$ cat src/rtl/btn_pkg.sv
// Shared types and sizing helpers for the push-button conditioner.
package btn_pkg;

  typedef enum logic [1:0] {
    StIdle,
    StDelay,
    StRepeat
  } rpt_state_t;

  function automatic int unsigned max_u(input int unsigned a, input int unsigned b);
    return (a > b) ? a : b;
  endfunction

  // One spare bit over the largest terminal count so counters never wrap in normal use.
  function automatic int unsigned cnt_width(input int unsigned max_val);
    return $clog2(max_val) + 1;
  endfunction

endpackage

$ cat src/rtl/btn_conditioner_channel.sv
// One button channel: 2-FF synchroniser, debounce, edge pulses and auto-repeat FSM.
module btn_channel
  import btn_pkg::*;
#(
  parameter int unsigned DEBOUNCE_CYC = 16,
  parameter int unsigned REPEAT_DELAY = 64,
  parameter int unsigned REPEAT_RATE  = 16
) (
  input  logic i_clk,
  input  logic i_rst,
  input  logic i_btn_raw,
  input  logic i_repeat_en,
  output logic o_level,
  output logic o_press,
  output logic o_release,
  output logic o_repeat
);

  localparam int unsigned MaxCyc = max_u(DEBOUNCE_CYC, max_u(REPEAT_DELAY, REPEAT_RATE));
  localparam int unsigned CW     = cnt_width(MaxCyc);

  localparam logic [CW-1:0] DebLast   = CW'(DEBOUNCE_CYC - 1);
  localparam logic [CW-1:0] DelayLast = CW'(REPEAT_DELAY - 1);
  localparam logic [CW-1:0] RateLast  = CW'(REPEAT_RATE - 1);

  logic          r_sync1, r_sync2;
  logic          r_stable, r_stable_q;
  logic [CW-1:0] r_dcnt;
  logic          r_press, r_release;

  rpt_state_t    r_state;
  logic [CW-1:0] r_rcnt;
  logic          r_repeat;

  always_ff @(posedge i_clk or posedge i_rst) begin
    if (i_rst) begin
      r_sync1    <= 1'b0;
      r_sync2    <= 1'b0;
      r_stable   <= 1'b0;
      r_stable_q <= 1'b0;
      r_dcnt     <= '0;
      r_press    <= 1'b0;
      r_release  <= 1'b0;
    end else begin
      r_sync1    <= i_btn_raw;
      r_sync2    <= r_sync1;
      r_stable_q <= r_stable;
      // Pulses come one cycle after the stable level flips.
      r_press    <= r_stable & ~r_stable_q;
      r_release  <= ~r_stable & r_stable_q;
      if (r_sync2 == r_stable) begin
        r_dcnt <= '0;
      end else if (r_dcnt == DebLast) begin
        r_stable <= r_sync2;
        r_dcnt   <= '0;
      end else begin
        r_dcnt <= r_dcnt + 1'b1;
      end
    end
  end

  // r_rcnt counts cycles since the last press/repeat pulse.
  always_ff @(posedge i_clk or posedge i_rst) begin
    if (i_rst) begin
      r_state  <= StIdle;
      r_rcnt   <= '0;
      r_repeat <= 1'b0;
    end else begin
      r_repeat <= 1'b0;
      case (r_state)
        StIdle: begin
          if (r_press && i_repeat_en) begin
            r_state <= StDelay;
            r_rcnt  <= CW'(1);
          end
        end
        StDelay: begin
          if (r_release || !i_repeat_en) begin
            r_state <= StIdle;
            r_rcnt  <= '0;
          end else if (r_rcnt == DelayLast) begin
            r_state  <= StRepeat;
            r_rcnt   <= '0;
            r_repeat <= 1'b1;
          end else begin
            r_rcnt <= r_rcnt + 1'b1;
          end
        end
        StRepeat: begin
          if (r_release || !i_repeat_en) begin
            r_state <= StIdle;
            r_rcnt  <= '0;
          end else if (r_rcnt == RateLast) begin
            r_rcnt   <= '0;
            r_repeat <= 1'b1;
          end else begin
            r_rcnt <= r_rcnt + 1'b1;
          end
        end
        default: begin
          r_state <= StIdle;
          r_rcnt  <= '0;
        end
      endcase
    end
  end

  assign o_level   = r_stable;
  assign o_press   = r_press;
  assign o_release = r_release;
  assign o_repeat  = r_repeat;

endmodule

$ cat src/rtl/btn_conditioner.sv
// Push-button front end: per-channel conditioning plus a lowest-index-first key-event buffer.
module btn_conditioner
  import btn_pkg::*;
#(
  parameter int unsigned NUM_BTN      = 5,
  parameter int unsigned DEBOUNCE_CYC = 16,
  parameter int unsigned REPEAT_DELAY = 64,
  parameter int unsigned REPEAT_RATE  = 16,
  localparam int unsigned IW          = (NUM_BTN > 1) ? $clog2(NUM_BTN) : 1
) (
  input  logic               i_clk,
  input  logic               i_rst,
  input  logic [NUM_BTN-1:0] i_btn_raw,
  input  logic [NUM_BTN-1:0] i_repeat_en,
  output logic [NUM_BTN-1:0] o_btn_level,
  output logic [NUM_BTN-1:0] o_btn_press,
  output logic [NUM_BTN-1:0] o_btn_release,
  output logic [NUM_BTN-1:0] o_btn_repeat,
  output logic               o_evt_valid,
  output logic [IW-1:0]      o_evt_idx,
  input  logic               i_evt_ready,
  output logic               o_evt_ovf
);

  for (genvar g = 0; g < NUM_BTN; g++) begin : g_ch
    btn_channel #(
      .DEBOUNCE_CYC(DEBOUNCE_CYC),
      .REPEAT_DELAY(REPEAT_DELAY),
      .REPEAT_RATE (REPEAT_RATE)
    ) u_channel (
      .i_clk      (i_clk),
      .i_rst      (i_rst),
      .i_btn_raw  (i_btn_raw[g]),
      .i_repeat_en(i_repeat_en[g]),
      .o_level    (o_btn_level[g]),
      .o_press    (o_btn_press[g]),
      .o_release  (o_btn_release[g]),
      .o_repeat   (o_btn_repeat[g])
    );
  end

  logic [NUM_BTN-1:0] r_pending;
  logic               r_ovf;
  logic               r_hold;
  logic [IW-1:0]      r_hold_idx;

  logic [IW-1:0]      w_low_idx;
  logic [NUM_BTN-1:0] w_set;
  logic [NUM_BTN-1:0] w_clr;
  logic               w_hs;

  always_comb begin
    w_low_idx = '0;
    for (int i = int'(NUM_BTN) - 1; i >= 0; i--) begin
      if (r_pending[i]) w_low_idx = IW'(i);
    end
  end

  // A stalled event keeps its index even if a lower channel becomes pending.
  assign o_evt_idx   = r_hold ? r_hold_idx : w_low_idx;
  assign o_evt_valid = |r_pending;
  assign o_evt_ovf   = r_ovf;
  assign w_hs        = o_evt_valid & i_evt_ready;
  assign w_set       = o_btn_press | o_btn_repeat;

  always_comb begin
    w_clr = '0;
    for (int i = 0; i < int'(NUM_BTN); i++) begin
      w_clr[i] = w_hs && (o_evt_idx == IW'(i));
    end
  end

  always_ff @(posedge i_clk or posedge i_rst) begin
    if (i_rst) begin
      r_pending  <= '0;
      r_ovf      <= 1'b0;
      r_hold     <= 1'b0;
      r_hold_idx <= '0;
    end else begin
      r_pending  <= (r_pending & ~w_clr) | w_set;
      if (|(w_set & r_pending & ~w_clr)) r_ovf <= 1'b1;
      r_hold     <= o_evt_valid & ~i_evt_ready;
      r_hold_idx <= o_evt_idx;
    end
  end

endmodule

$ cat config.mk
export PLATFORM = sky130hd
export DESIGN_NAME = btn_conditioner
export DESIGN_NICKNAME = d
export VERILOG_FILES = /design/src/rtl/btn_pkg.sv /design/src/rtl/btn_conditioner_channel.sv /design/src/rtl/btn_conditioner.sv
export SDC_FILE = /design/constraint.sdc
export NUM_CORES = 1
export LEC_CHECK = 0
export CAP_MARGIN = 20
export CORE_MARGIN = 2
export CORE_UTILIZATION = 60
export CTS_BUF_LIST = sky130_fd_sc_hd__clkbuf_8
export DETAILED_ROUTE_END_ITERATION = 8
export GPL_ROUTABILITY_DRIVEN = 0
export PLACE_DENSITY = 0.82
export SYNTH_ARGS = -nofsm -noshare
export SYNTH_HDL_FRONTEND = slang
export SYNTH_SLANG_ARGS = --single-unit
$ cat constraint.sdc
create_clock -name i_clk -period 10.4 [get_ports i_clk]
set_clock_uncertainty 0.2 [all_clocks]
set_input_delay 2.08 -clock i_clk [delete_from_list [all_inputs] [get_ports i_clk]]
set_output_delay 2.08 -clock i_clk [all_outputs]
set_load 0.02 [all_outputs]
==> results_dict.tcl <==
set metrics [dict create \
    run_status "finished clean" \
    vias_per_cell 5.64 \
    hold-worst-slack_ns 0.145 \
    num_antenna_cells 0 \
    register_bit_count_reported_by_yosys 125 \
    crit_fanout 7 \
    rsz_0062_raised_after_global_routing "false" \
    grt_first_pass_wirelength_um 20100 \
    dominantRegCellSynth "sky130_fd_sc_hd__dfrtp_1" \
    slew_of_the_pin_with_the_lowest_slew_margin_ns 0.953 \
    worst_reg_to_reg_setup_slack_ns 8.02 \
    die_area_mm2 0.0110 \
    maximum_achievable_frequency_mhz 226 \
    leakage_power_summed_over_all_cells_uw 0.00322 \
    post-dp-hpwl_um 7860 \
    place_worst_setup_slack_ns 6.02 \
    post_synth_inst_count 591 \
    synth.yosys.seq_area_share_pct 51.3 \
    area_delta_synth_final_pct 13.0 \
    start_util_pct 62.1 \
    setup_total_negative_slack_ns 0 \
    coreArea_mm2 0.00982 \
    timing.final.ws_setup_ns 5.98 \
    floorplan.die.height_um 105 \
    post_route_cells_drive_above_1_share_pct 7.22 \
    internal_portion_of_total_power_uw 927 \
    grt_max_degree 79 \
    firstDrtPassIters 5 \
    rel_slew_slack_pct 36.5 \
    timing.critical_path.arrival_ns 2.14 \
    post-place-cells 738 \
    global_route.overflow_total 0 \
    detail_route.wl_per_cell_um 14.7 \
    peakVddDrop_mv 0.103 \
    seq_power_share_pct 42.8 \
    swShare_pct 31.0 \
    pwr-share-comb_pct 24.8 \
    ys_async_sr_fraction_pct 100 \
    finalNetCount 668 \
    antenna_found_initial 0 \
    post-route-period-util_pct 42.5 \
    mappedNetlistArea_mm2 0.00610 \
    p_sw_uw 417 \
    drc 0 \
    syn-num-nets 634 \
    clkLatencyLatePin_ns 0.42 \
    worst_setup_hold_path_clk_slew_ns 0.07 \
    synthDistinctLibCells 55 \
    worstSetupEndpointType "output pin" \
    fillerInstances 748 \
    kind_of_start_point_of_the_critical_path "flop" \
    clock_path_buffers 2 \
    final_hold_viol_count 0 \
    vias_in_the_first_global_route 4525 \
    cts_made_buffers 17 \
    final_max_slew_viol_count 0 \
    htree_num_levels 4 \
    clockRootBuffer "sky130_fd_sc_hd__clkbuf_8" \
    clkSinkCount 125 \
    clkPwrFrac_pct 32.4 \
    cts_setup_buffers 0 \
    max_cap_violations 0 \
    min-delay-path-class "flop to flop" \
    top_level_ports 38 \
    final.min_clock_period_ns 4.42 \
    postRouteAntennaNets 0 \
    cts_hold_buffers 0 \
    via_count 4346 \
    ys_warns 0 \
    report.final.setup_viol 0 \
    tritoncts "done" \
    global_route.usage.total_pct 22.7 \
    rows 36 \
    critPathKind "flop to output pin" \
    routed_wirelength_um 11300 \
    worst_ep_required_time_ns 8.12 \
    synth_enable_flop_cells 0 \
    avgSynthCellArea_um2 10.3 \
    post_cts.resized_instances 0 \
    number_of_drc_markers_after_the_initial_detailed_route_iteration 219 \
    finish.cell_count_without_fillers 770 \
    port-buffer-count 37 \
    power_density_mw_per_mm2 195 \
    floorplan.die.width_um 105 \
]
==> power groups by stage <==
stage                     sequential [µW]  combinational (µW)  clock, µW
final                                 574                 334        435
after global routing                  580                 384        465
after CTS                             574                 331        444
after detailed placement              583                 328          0
after global placement                578                 310          0
after floorplan                       571                 259          0
==> synth_stat cells, types with 8 or more instances <==
library cell / instances / area share [%]
sky130_fd_sc_hd__dfrtp_1: 125 / 51
sky130_fd_sc_hd__nor2_1: 75 / 4.6
sky130_fd_sc_hd__nand2_1: 53 / 3.3
sky130_fd_sc_hd__o21ai_0: 33 / 2.7
sky130_fd_sc_hd__ha_1: 30 / 6.2
sky130_fd_sc_hd__inv_1: 21 / 1.3
sky130_fd_sc_hd__xor2_1: 21 / 3.0
sky130_fd_sc_hd__a21oi_1: 20 / 1.6
sky130_fd_sc_hd__buf_4: 20 / 2.5
sky130_fd_sc_hd__xnor2_1: 19 / 2.7
sky130_fd_sc_hd__nand3_1: 16 / 1.3
sky130_fd_sc_hd__nor2b_1: 14 / 1.4
sky130_fd_sc_hd__and3_1: 9 / 0.92
sky130_fd_sc_hd__nand4_1: 9 / 0.92
sky130_fd_sc_hd__or3_1: 9 / 0.92
sky130_fd_sc_hd__and2_1: 8 / 0.82
==> per-stage QoR <==
step	total power (µW)	area [µm²]	util [%]
global placement	888	6480	66.0
detailed placement	911	6480	66.0
global route	1430	6900	70.2
CTS	1350	6890	70.2
finish	1340	6900	70.2
floorplan	830	6100	-
==> registers in the layout, indices dropped and copies added, names as in the netlist, 5 cells and up <==
name	flops
g_ch.u_channel.r_dcnt	35
g_ch.u_channel.o_level	5
g_ch.u_channel.r_sync2	5
g_ch.u_channel.o_repeat	5
g_ch.u_channel.r_state	10
g_ch.u_channel.o_press	5
g_ch.u_channel.r_rcnt	35
g_ch.u_channel.r_stable_q	5
g_ch.u_channel.o_release	5
r_pending	5
g_ch.u_channel.r_sync1	5
==> final timing paths <==
kind / startpoint / to / cells after the start
max in group asynchronous: i_rst / g_ch[0].u_channel.r_dcnt[6] / 3
setup / recovery: r_pending[0] / o_evt_idx[1] / 2
hold reg to reg: g_ch[3].u_channel.r_sync1 / g_ch[3].u_channel.r_sync2 / 0
setup reg to reg: g_ch[3].u_channel.r_state[0] / g_ch[3].u_channel.r_rcnt[6] / 8
min in group asynchronous: i_rst / g_ch[4].u_channel.r_stable_q / 2
hold / removal: g_ch[3].u_channel.r_sync1 / g_ch[3].u_channel.r_sync2 / 0
==> layer usage <==
layer	vias to the layer above	part of all wire, %	GRT usage [%]
li1	2099	-	-
met5	-	0	0
met2	90	50	37.7
met3	14	3.9	5.12
met4	0	1.1	8.19
met1	2143	45	29.2
==> cell type report <==
type / count / area [µm²] / area share (%)
sequential: 125 / 3130 / 45.4
multi-input combinational: 421 / 2730 / 39.6
timing repair buffer: 39 / 383 / 5.55
clock buffer: 21 / 289 / 4.19
tap: 133 / 166 / 2.41
clock inverter: 10 / 121 / 1.76
inverter: 21 / 81.3 / 1.18
==> cell usage in the layout (no fill, tap or decap), types with 7 or more instances in the layout <==
master and instances:
sky130_fd_sc_hd__a21o_1 7, sky130_fd_sc_hd__a21oi_1 20, sky130_fd_sc_hd__and2_1 8, sky130_fd_sc_hd__and3_1 9, sky130_fd_sc_hd__clkbuf_8 21, sky130_fd_sc_hd__clkdlybuf4s50_1 37
sky130_fd_sc_hd__dfrtp_1 125, sky130_fd_sc_hd__ha_1 30, sky130_fd_sc_hd__inv_1 23, sky130_fd_sc_hd__nand2_1 53, sky130_fd_sc_hd__nand3_1 16, sky130_fd_sc_hd__nand3b_1 7
sky130_fd_sc_hd__nand4_1 9, sky130_fd_sc_hd__nor2_1 75, sky130_fd_sc_hd__nor2b_1 14, sky130_fd_sc_hd__o21ai_0 33, sky130_fd_sc_hd__or3_1 9, sky130_fd_sc_hd__xnor2_1 19
sky130_fd_sc_hd__xor2_1 21
==> cell families (layout without fill, tap and decap cells) <==
kind of cell / after synthesis / in the layout / synth area share [%]
xor gates and xnor gates: 40 / 40 / 5.74
DFF: 125 / 125 / 51.3
AOI/OAI and AO/OA: 110 / 110 / 12.2
and+or+nand+nor: 231 / 231 / 18.8
adders and majority gates: 30 / 30 / 6.15
buffers and inverters: 45 / 91 / 4.02
muxes: 10 / 10 / 1.74
==> worst max-delay path: stages (launching register included) <==
cell	delay [ns]
sky130_fd_sc_hd__dfrtp_1	0.47
sky130_fd_sc_hd__o41ai_4	0.53
sky130_fd_sc_hd__clkdlybuf4s50_1	0.72
No activity file was read; power rests on OpenSTA's default activity.
